File: config.mk
export PLATFORM = sky130hd
export DESIGN_NAME = sel_arbiter_ctrl_flat
export DESIGN_NICKNAME = d
export VERILOG_FILES = /design/src/rtl/sel_arbiter_ctrl_if.sv /design/src/rtl/sel_arbiter_ctrl.sv /design/src/flat_wrapper.sv
export SDC_FILE = /design/constraint.sdc
export NUM_CORES = 1
export LEC_CHECK = 0
export CORE_MARGIN = 5
export CORE_UTILIZATION = 45
export DETAILED_ROUTE_END_ITERATION = 16
export GPL_TIMING_DRIVEN = 0
export PLACE_DENSITY = 0.69
export SLEW_MARGIN = 20
export SYNTH_ARGS = -nofsm -noshare
export SYNTH_HDL_FRONTEND = slang
export SYNTH_SLANG_ARGS = --single-unit
File: constraint.sdc
create_clock -name clk -period 2.93 [get_ports clk]
set_input_delay 0.293 -clock clk [delete_from_list [all_inputs] [get_ports clk]]
set_output_delay 0.293 -clock clk [all_outputs]
set_load 0.05 [all_outputs]
File: src/rtl/sel_arbiter_ctrl_if.sv
// Requester-side bundle of the shared select-decoder arbiter: requests and
// releases in, decoder select/enable, grant and status out.
interface sel_arbiter_ctrl_if;
    logic [1:0] req;
    logic [1:0] done;
    logic       sel;
    logic       en;
    logic [1:0] gnt;
    logic       busy;
    logic       timeout;

    modport master (
        output req, done,
        input  sel, en, gnt, busy, timeout
    );

    modport slave (
        input  req, done,
        output sel, en, gnt, busy, timeout
    );
endinterface

File: src/rtl/sel_arbiter_ctrl.sv
// Two-requester round-robin arbiter for the 1-to-2 select decoder, with a
// bounded hold per grant and a fixed turnaround gap between owners.
module sel_arbiter_ctrl #(
    parameter int unsigned MAX_HOLD = 16,
    parameter int unsigned TURN     = 1,
    parameter int unsigned CW       = 5
) (
    input  logic                clk,
    input  logic                rst,
    sel_arbiter_ctrl_if.slave   bus
);

    typedef enum logic [1:0] {
        ST_IDLE  = 2'd0,
        ST_GRANT = 2'd1,
        ST_TURN  = 2'd2
    } state_t;

    localparam logic [CW-1:0] HOLD_LAST = CW'(MAX_HOLD - 1);
    localparam logic [CW-1:0] TURN_LAST = CW'(TURN - 1);

    state_t        state, state_d;
    logic          sel_q, sel_d;
    logic          en_q, en_d;
    logic [1:0]    gnt_q, gnt_d;
    logic          busy_q, busy_d;
    logic          timeout_q, timeout_d;
    logic [CW-1:0] cnt, cnt_d;
    logic          last, last_d;

    logic          winner;
    logic          owner_done;
    logic          owner_req;
    logic          at_limit;

    always_ff @(posedge clk) begin
        if (rst) begin
            state     <= ST_IDLE;
            sel_q     <= 1'b0;
            en_q      <= 1'b0;
            gnt_q     <= '0;
            busy_q    <= 1'b0;
            timeout_q <= 1'b0;
            cnt       <= '0;
            last      <= 1'b1;
        end else begin
            state     <= state_d;
            sel_q     <= sel_d;
            en_q      <= en_d;
            gnt_q     <= gnt_d;
            busy_q    <= busy_d;
            timeout_q <= timeout_d;
            cnt       <= cnt_d;
            last      <= last_d;
        end
    end

    always_comb begin
        state_d    = state;
        sel_d      = sel_q;
        en_d       = en_q;
        busy_d     = busy_q;
        timeout_d  = 1'b0;
        cnt_d      = cnt;
        last_d     = last;
        winner     = (bus.req == 2'b11) ? ~last : bus.req[1];
        owner_done = bus.done[sel_q];
        owner_req  = bus.req[sel_q];
        at_limit   = (cnt == HOLD_LAST);

        unique case (state)
            ST_IDLE: begin
                sel_d  = 1'b0;
                en_d   = 1'b0;
                busy_d = 1'b0;
                if (bus.req != 2'b00) begin
                    sel_d   = winner;
                    en_d    = 1'b1;
                    busy_d  = 1'b1;
                    last_d  = winner;
                    cnt_d   = '0;
                    state_d = ST_GRANT;
                end
            end
            ST_GRANT: begin
                if (owner_done || !owner_req || at_limit) begin
                    en_d    = 1'b0;
                    cnt_d   = '0;
                    state_d = ST_TURN;
                    // Timeout flags only a forced revoke, not a coincident release.
                    timeout_d = at_limit && !owner_done && owner_req;
                end else begin
                    cnt_d = cnt + 1'b1;
                end
            end
            ST_TURN: begin
                if (cnt == TURN_LAST) begin
                    state_d = ST_IDLE;
                    busy_d  = 1'b0;
                    sel_d   = 1'b0;
                    cnt_d   = '0;
                end else begin
                    cnt_d = cnt + 1'b1;
                end
            end
            default: begin
                state_d = ST_IDLE;
                sel_d   = 1'b0;
                en_d    = 1'b0;
                busy_d  = 1'b0;
                cnt_d   = '0;
            end
        endcase

        gnt_d = {en_d & sel_d, en_d & ~sel_d};
    end

    assign bus.sel     = sel_q;
    assign bus.en      = en_q;
    assign bus.gnt     = gnt_q;
    assign bus.busy    = busy_q;
    assign bus.timeout = timeout_q;

endmodule

File: src/flat_wrapper.sv
// flat-port wrapper written by rule: the top's interface ports become plain ports
module sel_arbiter_ctrl_flat 
#(
    parameter int unsigned MAX_HOLD = 16,
    parameter int unsigned TURN     = 1,
    parameter int unsigned CW       = 5
)
  (clk, rst, bus_req, bus_done, bus_sel, bus_en, bus_gnt, bus_busy, bus_timeout);
  sel_arbiter_ctrl_if bus_i ();
  input  logic clk;
  input  logic rst;
  input wire logic [$bits(bus_i.req)-1:0] bus_req;
  input wire logic [$bits(bus_i.done)-1:0] bus_done;
  output wire logic [$bits(bus_i.sel)-1:0] bus_sel;
  output wire logic [$bits(bus_i.en)-1:0] bus_en;
  output wire logic [$bits(bus_i.gnt)-1:0] bus_gnt;
  output wire logic [$bits(bus_i.busy)-1:0] bus_busy;
  output wire logic [$bits(bus_i.timeout)-1:0] bus_timeout;
  assign bus_i.req = bus_req;
  assign bus_i.done = bus_done;
  assign bus_sel = bus_i.sel;
  assign bus_en = bus_i.en;
  assign bus_gnt = bus_i.gnt;
  assign bus_busy = bus_i.busy;
  assign bus_timeout = bus_i.timeout;
  sel_arbiter_ctrl #(.MAX_HOLD(MAX_HOLD), .TURN(TURN), .CW(CW)) u_core (.clk(clk), .rst(rst), .bus(bus_i));
endmodule
==> results.cfg <==
[synth]
syn_nets = 98
synthAdderAreaFrac_pct = 11.6
synthMuxAreaShare_pct = 1.33
synthTopCellsByArea = dfxtp_1 37%, ha_1 12%, a21oi_1 6.6%, inv_1 3.5%, nand2_1 3.5%
synth-xor-area-share_pct = 0
synth_cells = 85
synth_top_family_by_area = compound AO/OA/AOI/OAI gates
async_flop_share_pct = 0
synth_compound_gate_area_share_pct = 25.2
synthSimpleGateAreaFrac_pct = 20.2
syn_avg_cell_area_sq_um = 8.88
ys.warnings.count = 0
synth_area_leader_cell = dfxtp_1
ys_seq_elements = 14
yosysSeqAreaShare_pct = 37.1
synth_top_area_share_pct = 37.1
ys.flop_type = dfxtp_1
synth-edff-count = 0
synth_area_sq_um = 754
ys_types = 34

[job]
maxCapViolCount = 0

[floorplanning]
num_io_pins = 12
core_sq_um = 1540
initial_core_util_pct = 48.9
die_w_microns = 50.9
die_area_sq_um = 2600
fp.dieH_microns = 50.9
rows = 14

[route]
wl_microns = 1640
wl_per_cell_microns = 14.3
viasPerCell = 5.71
first_iter_violations = 35
drc = 0
drt_pass1_iterations = 4
final_antenna_net_count = 0
vias = 657

[power]
powerDensity_nw_per_um2 = 489
combPwrFrac_pct = 27.9
p_int_mw = 0.299
seqPwrFrac_pct = 47.5
clockPowerShare_pct = 24.7
vdd_drop_max_uv = 261
p_leak_nw = 0.347
switching_share_pct = 33.0
p_sw_mw = 0.147
power_mw = 0.446

[placement]
portBuffers = 11
gp_congestion = 0.753
hpwlAfterDp_microns = 1180

[final_layout]
area_growth_pct = 20.9
layout_commonest_cell = dfxtp_1
finalNetCount = 114
layout_common_cells = 14 x dfxtp_1, 11 x clkdlybuf4s50_1, 10 x a21oi_1
drive_above_1_share_pct = 8.08
num_antenna_cells = 0

[worst_hold_path]
hold_class = reg -> reg
min-delay-start = u_core.cnt[4]
hold_end = u_core.cnt[4]
min_path_cells = 2

[cts]
cts.htree.levels = 1
hold_buffers = 0
clockRootBuffer = clkbuf_4
clock_latency_ns = 0.29
cts_resized = 0
post-cts-setup-buffer-count = 0
cts_made_buffers = 3
cts_buffer_depth = 2
clk_pin_slew_ns = 0.08
clock_sinks = 14
cts_tree = built

[sta]
rsz0062_at_grt = false
tightest_slew_ns = 0.594
relSlewSlack_pct = 60.3
setup_viol = 0
fin_crit_sh_pct = 68.4
hold_viol = 0
skew_ns = 0.00463
fin_crit_ns = 2.00
max_freq_ghz = 0.499
fin_tns_setup_ns = 0
slew_viol_final = 0

[grt]
antenna_found_initial = 0
grt_overflow = 0
grt_max_degree = 11
grt_pass1_vias = 629
grt_pass1_wl_microns = 2920
grt_use_total_pct = 14.8

[critical_path]
r2r-end = u_core.cnt[2]
path_class = in -> reg
crit_path_end_kind = flip-flop
r2r_cells = 6
timing.rr.start = u_core.cnt[0]
cp_data_arrival_time_ns = 2.22
worstPathRequired_ns = 3.15
path_max_fanout = 7
cp-start-kind = input port
rrSetupSlack_ns = 1.04

[status]
status = finished, final reports clean
## kinds of logic (layout without fill, tap and decap cells)
kind of cell | count (synthesis) | count (layout)
multiplexers | 1 | 1
flip-flops | 14 | 14
AND/OR/NAND/NOR | 27 | 27
buffers and inverters | 9 | 23
AO/OA/AOI/OAI | 27 | 27
adder cells (fa/ha/maj) | 7 | 7
## Yosys cell counts, types with 2 or more instances
library cell / number
a21oi_1: 10
and2_1: 3
clkbuf_1: 2
dfxtp_1: 14
ha_1: 7
inv_1: 7
nand2_1: 7
nand3_1: 2
nand3b_1: 2
nor2_1: 4
o2111ai_1: 2
o21ai_0: 2
o31ai_1: 2
## worst max-delay path: stages
cell             delay [ns]
clkdlybuf4s50_1        0.58
or3b_4                 0.43
a211oi_2               0.51
o311ai_0               0.25
a21oi_1                0.17
## state kept, by name, indices dropped and copies added, names as in the netlist
signal,flops
u_core.bus.sel,1
u_core.cnt,5
u_core.bus.timeout,1
u_core.bus.en,1
u_core.state,2
u_core.last,1
u_core.bus.gnt,2
u_core.bus.busy,1
## power by group through the flow
stage               logic [mW]  registers, mW  clock network (mW)
floorplan               0.0573          0.242                   0
global placement         0.122          0.215                   0
detailed placement       0.122          0.216                   0
CTS                      0.123          0.212               0.111
global route             0.135          0.214               0.122
finish                   0.124          0.212               0.110
## routing by layer
metal	routed length [microns]	global-route usage [%]
met5	0	0
met4	38	7.66
met3	68	3.78
met2	758	22.5
met1	775	19.2
## stage by stage
step | setup WS, ns | hold slack [ns] | instances | utilization, % | instance area [sq um]
after global routing | 0.810 | 0.510 | 115 | 59.2 | 912
final | 0.927 | 0.474 | 115 | 59.2 | 912
after global placement | 0.716 | 0.465 | 112 | 57.4 | 885
after floorplan | 1.11 | 0.440 | 85 | - | 754
after detailed placement | 0.709 | 0.474 | 112 | 57.4 | 885
after CTS | 0.822 | 0.482 | 115 | 58.8 | 907
## worst max-delay path by stage
stage	start	end	cells after the start
floorplan	u_core.bus.sel	u_core.cnt[2]	4
global placement	bus_req[0]	u_core.cnt[2]	5
detailed placement	bus_req[0]	u_core.cnt[2]	5
CTS	u_core.state[1]	u_core.cnt[3]	6
global route	bus_req[0]	u_core.cnt[2]	5
finish	bus_req[0]	u_core.cnt[2]	5
## final cells by class
class                           instances  area, sq um
Tap cell                               16         20.0
Buffer                                  2         7.51
Timing Repair Buffer                   11          110
Multi-Input combinational cell         62          445
Clock buffer                            3         22.5
Fill cell                             137          629
Inverter                                7         26.3
Sequential cell                        14          280
(Power assumes the default switching activity.)
==> variant 1: new RTL, config.mk and constraints unchanged <==
`CW` is set to 5 in 2 places; all go to 10.
--- a/src/rtl/sel_arbiter_ctrl.sv
+++ b/src/rtl/sel_arbiter_ctrl.sv
@@ -3,7 +3,7 @@
 module sel_arbiter_ctrl #(
     parameter int unsigned MAX_HOLD = 16,
     parameter int unsigned TURN     = 1,
-    parameter int unsigned CW       = 5
+    parameter int unsigned CW       = 10
 ) (
     input  logic                clk,
     input  logic                rst,
--- a/src/flat_wrapper.sv
+++ b/src/flat_wrapper.sv
@@ -3,7 +3,7 @@
 #(
     parameter int unsigned MAX_HOLD = 16,
     parameter int unsigned TURN     = 1,
-    parameter int unsigned CW       = 5
+    parameter int unsigned CW       = 10
 )
   (clk, rst, bus_req, bus_done, bus_sel, bus_en, bus_gnt, bus_busy, bus_timeout);
   sel_arbiter_ctrl_if bus_i ();
Function: same outputs for any inputs over 10 cycles, from zero or initial values and one cycle with rst high; that may be too few to reach the edited logic, so the function may still have changed.
==> variant 1 against the unedited design <==
Count of clock-buffer cells in the layout did not move. Cell count rose by 36%. Critical path depth is 2 higher. Via count grew 25%. Design area increased by 34%. Utilization fell by 4.0 points. Routed wire length increased by 26%. Non-clock buffer count did not move. Worst setup slack lost 0.061 ns. Power increased by 25%. Synthesized area grew 39%. Sequential cell count grew 5. Worst hold slack improved by 0.031 ns. Sequential share of layout area up 0.42 points.
==> variant 1: results (changes against the unedited design) <==
run status complete, no violations; crit-path max FO 6 (-1); CTS Buf Count 3 (unchanged); Filler cells 213 (+55%); H-tree Lvls 1 (unchanged); Hold EP u_core.cnt[8]; R2R cell count 7 (+1); top_reg_cell synth dfxtp_1; Largest Register u_core.cnt; Port Buffers 11 (unchanged); number of global-route vias before repair 817 (+30%); hold_sp u_core.cnt[8]; Post-CTS Setup Bufs 0 (unchanged); Worst VDD drop 0.2117 mV (-19%); clock buffer depth 2 (unchanged); P_leak 0.0004297 µW (+24%); worst endpoint data arrival time 2.26 ns (+0.04 ns); Vias/cell 5.276 (-7.7%); first-pass GRT wire length 3546 µm (+22%); post_cts resized 0 (unchanged); setup ws final 0.8665 ns (-0.06075 ns); syn nets 125 (+28%); synth warn 0 (unchanged); synth top area cells dfxtp_1 36%, ha_1 7.2%, nand2_1 4.3%; Largest register FFs 10 (+5); sequential cell area fraction in the yosys report 36.28% (-0.87 points); gpl congestion 0.7780 (+3.3%); skew final 0.005089 ns (+0.0004572 ns); R2R Path End u_core.cnt[7]; Root Buffer clkbuf_4; initial DRC count 30 (-14%); Internal 380.7 µW (+27%); dpl hpwl 1524 µm (+29%); WL final 2067 µm (+26%); pre-CTS setup slack 0.7655 ns (+0.05666 ns); Hold Vio Cnt, Final 0 (unchanged); Pre-antenna DRT Iters 4 (unchanged); hold depth 2 (unchanged); Antenna Diode Count 0 (unchanged); ys async rst share 0% (unchanged); layout cell share with drive strength beyond 1 16.41% (+8.3 points); Distinct cells, synth 42 (+24%); clock latency on the worst-skew pair 0.29 ns (about the same); Worst-path clk slew 0.12 ns (+0.04 ns); worst slew pin tran 0.7411 ns (+0.1476 ns); flop2flop setup slack 0.87 ns (-0.17 ns); Nets 141 (+24%); synth cell count leaders 19 x dfxtp_1, 12 x nand2_1, 9 x nor2_1; initial antenna violation count 0 (unchanged); pin count of the biggest net entering global routing 12 (+1); FF-to-FF Start u_core.state[0]; dpl cell area 1194 µm² (+35%); GRT Total Usage 13.21% (-1.6 points)
==> variant 1: changes by cell type in the layout (fill, tap and decap cells not counted), moves of 3 or more <==
| cell | unedited run | this run |
|---|---|---|
| a21o_2 | 0 | 3 |
| a21oi_1 | 10 | 7 |
| dfxtp_1 | 14 | 19 |
| nand2_1 | 7 | 12 |
| nand3_1 | 2 | 5 |
| nor2_1 | 4 | 9 |
| or3_1 | 0 | 3 |
==> variant 1: worst max path at each step <==
stage                    startpoint            end  slack (ns)  cells past startpoint
floorplan            u_core.bus.sel  u_core.cnt[2]        1.13                      5
global placement         bus_req[0]  u_core.cnt[9]        0.80                      6
detailed placement       bus_req[0]  u_core.cnt[7]        0.77                      6
CTS                 u_core.state[0]  u_core.cnt[7]        0.88                      7
global route        u_core.state[0]  u_core.cnt[9]        0.70                      7
finish              u_core.state[0]  u_core.cnt[7]        0.87                      7
==> variant 1: power by group through the flow <==
| stage | logic (µW) | clock network [µW] | registers, µW |
|---|---|---|---|
| final | 140 | 134 | 282 |
| after global placement | 139 | 0 | 287 |
| after detailed placement | 140 | 0 | 288 |
| after global routing | 151 | 151 | 285 |
| after CTS | 140 | 138 | 282 |
| after floorplan | 68.5 | 0 | 317 |
==> variant 1: area by class of cell <==
type | instances | area, µm² | area share [%]
clock buffers | 3 | 22.52 | 1.844
plain buffers | 2 | 21.27 | 1.742
inverters | 6 | 22.52 | 1.844
repair buffers | 11 | 110.1 | 9.016
multi-input cells | 86 | 624.3 | 51.13
well taps | 28 | 35.03 | 2.869
clock inverters | 1 | 5.005 | 0.4098
flip-flops and latches | 19 | 380.4 | 31.15
==> variant 1: worst max-delay path, cell delays in order, from the launching register on <==
cell and delay (ns):
dfxtp_1 0.35, inv_1 0.10, ha_1 0.27, nor3b_1 0.65, nor3_1 0.23, nand3_1 0.15, xor2_1 0.16, nor2_1 0.05
==> variant 1: metrics by stage <==
step	total power (µW)	hold slack, ns	cells
6_report	556.2	0.5047	156
2_1_floorplan	385.3	0.3646	113
3_3_place_gp	426.0	0.4767	152
5_1_grt	586.4	0.5565	156
3_5_place_dp	427.3	0.4891	152
4_1_cts	560.6	0.5055	156
==> variant 1: cell families (layout without fill, tap and decap cells) <==
family                   Yosys count  in the layout  synth area share (%)
buffers and inverters              8             23                 4.176
AND/OR/NAND/NOR                   51             51                 29.36
flip-flops                        19             19                 36.28
AO/OA/AOI/OAI                     23             23                 17.78
XOR/XNOR                           4              4                 3.342
adder cells (fa/ha/maj)            6              6                 7.160
multiplexers                       2              2                 1.909
==> variant 1: routing by layer <==
metal  part of all wire, %  wire length, µm  vias to the layer above  track usage, %
met5                     0                0                        -               0
li1                      -                -                      435               -
met4                  0.68               14                        0           2.980
met2                    49             1012                        2           21.85
met1                    49             1005                      384           17.14
met3                   1.6               34                        2           3.341
==> variant 2: new RTL, same settings <==
Without the edit above. Reset style: asynchronous (`rst`), changed in one clocked block.
--- a/src/rtl/sel_arbiter_ctrl.sv
+++ b/src/rtl/sel_arbiter_ctrl.sv
@@ -33,7 +33,7 @@
     logic          owner_req;
     logic          at_limit;
 
-    always_ff @(posedge clk) begin
+    always_ff @(posedge clk or posedge rst) begin
         if (rst) begin
             state     <= ST_IDLE;
             sel_q     <= 1'b0;
Function: differs if rst is asserted again (counterexample within 4 cycles, from zero or initial values and one cycle with rst high); with rst held inactive, the same outputs for 10 cycles.
==> variant 2 against the unedited design <==
Design area up 3.8%. Non-clock buffer count down 1. Synthesized area up 3.3%. Count of clock-buffer cells in the layout grew 1. Sequential share of layout area is 6.4 points higher. Global-route usage shrank 1.3 points. Register-to-register slack worse by 0.05 ns. Worst setup slack gained 0.065 ns. Die area up 2.7%. Routed wire length is 12% lower. First-iteration DRC count fell by 97%. Synthesized cell count is 11% lower. Sequential cell count unchanged. Largest cell class unchanged. Highest routed layer unchanged.
Power is not compared: it rests on default switching activity, and its combinational part moved more than twofold at a synthesized area within 25%.
==> variant 2: results (changes against the unedited design) <==
run status complete, no violations; Hold WC Path Type input port to async pin; met3 Resource Use GR 3.152% (-0.63 points); worst slew pin tran 0.5338 ns (-0.05974 ns); setup ws final 0.9926 ns (+0.06535 ns); first-pass GRT wire length 2622 µm (-10%); R2R cell count 7 (+1); cell count after synthesis 76 (-11%); Sequential Area 351.6 µm² (+25%); Metal-1 WL 681 µm (-12%); skew final 0.004298 ns (-0.0003337 ns); GR met2 Demand/Resource 20.34% (-2.2 points); Distinct cells, synth 33 (-2.9%); H-tree Lvls 1 (unchanged); DR WL met2 642 µm (-15%); WHS 0.3371 ns (-0.1367 ns); synth top area cells dfrtp_1 42%, ha_1 11%, nand2_1 4.8%; R2R Path End u_core.state[1]; Worst path slowest cell dfrtp_1; Nets 105 (-7.9%); comb_multi_in 54 (-13%); FP Rows 15 (+1); placed insts 104 (-7.1%); ys async rst share 100.0% (+100 points); GRT Total Usage 13.57% (-1.3 points); syn nets 89 (-9.2%); top_reg_cell synth dfrtp_1; gpl congestion 0.7473 (-0.73%); crit-path max FO 6 (-1); Largest Register u_core.cnt; Buffers, non-clock 12 (-1); clock-cell share of area 3.831% (+1.4 points); pin count of the biggest net entering global routing 15 (+4); routed vias 589 (-10%); number of global-route vias before repair 604 (-4.0%); Data buffer area share 12.15% (-0.74 points); worst endpoint data arrival time 2.11 ns (-0.11 ns); sequential cells 14 (unchanged); WS Path Type flop to flop; wire length on met3 60 µm (-12%); FF-to-FF Start u_core.cnt[0]; sequential cell area fraction in the yosys report 45.10% (+8.0 points); Vias/cell 5.454 (-4.5%)
-- variant 2: changes by cell type after synthesis, moves of 3 or more --
cell	unedited run	this run
nand2_1	7	10
a21oi_1	10	3
dfrtp_1	0	13
nand2b_1	0	3
dfxtp_1	14	0
nor2_1	4	1
-- variant 2: cell families after synthesis --
kind of cell	after synthesis	synth area share, %
AO/OA/AOI/OAI	18	16.21
buffers and inverters	8	4.013
multiplexers	1	1.445
AND/OR/NAND/NOR	28	21.99
flip-flops	14	45.10
adder cells (fa/ha/maj)	7	11.24
-- variant 2: critical path: cells and delay by family, from the launching register on --
family | cells | cell delay (ns)
compound gates | 1 | 0.23
fa+ha+maj | 2 | 0.43
flops | 1 | 0.43
mux | 1 | 0.32
simple gates | 3 | 0.42
-- variant 2: power breakdown --
part | leakage (µW) | internal, µW | switching, µW
registers | 0.000185 | 247 | 32.9
logic | 0.000225 | 146 | 229
clock network | 0.0000210 | 75.7 | 65.3
total | 0.000431 | 468 | 327
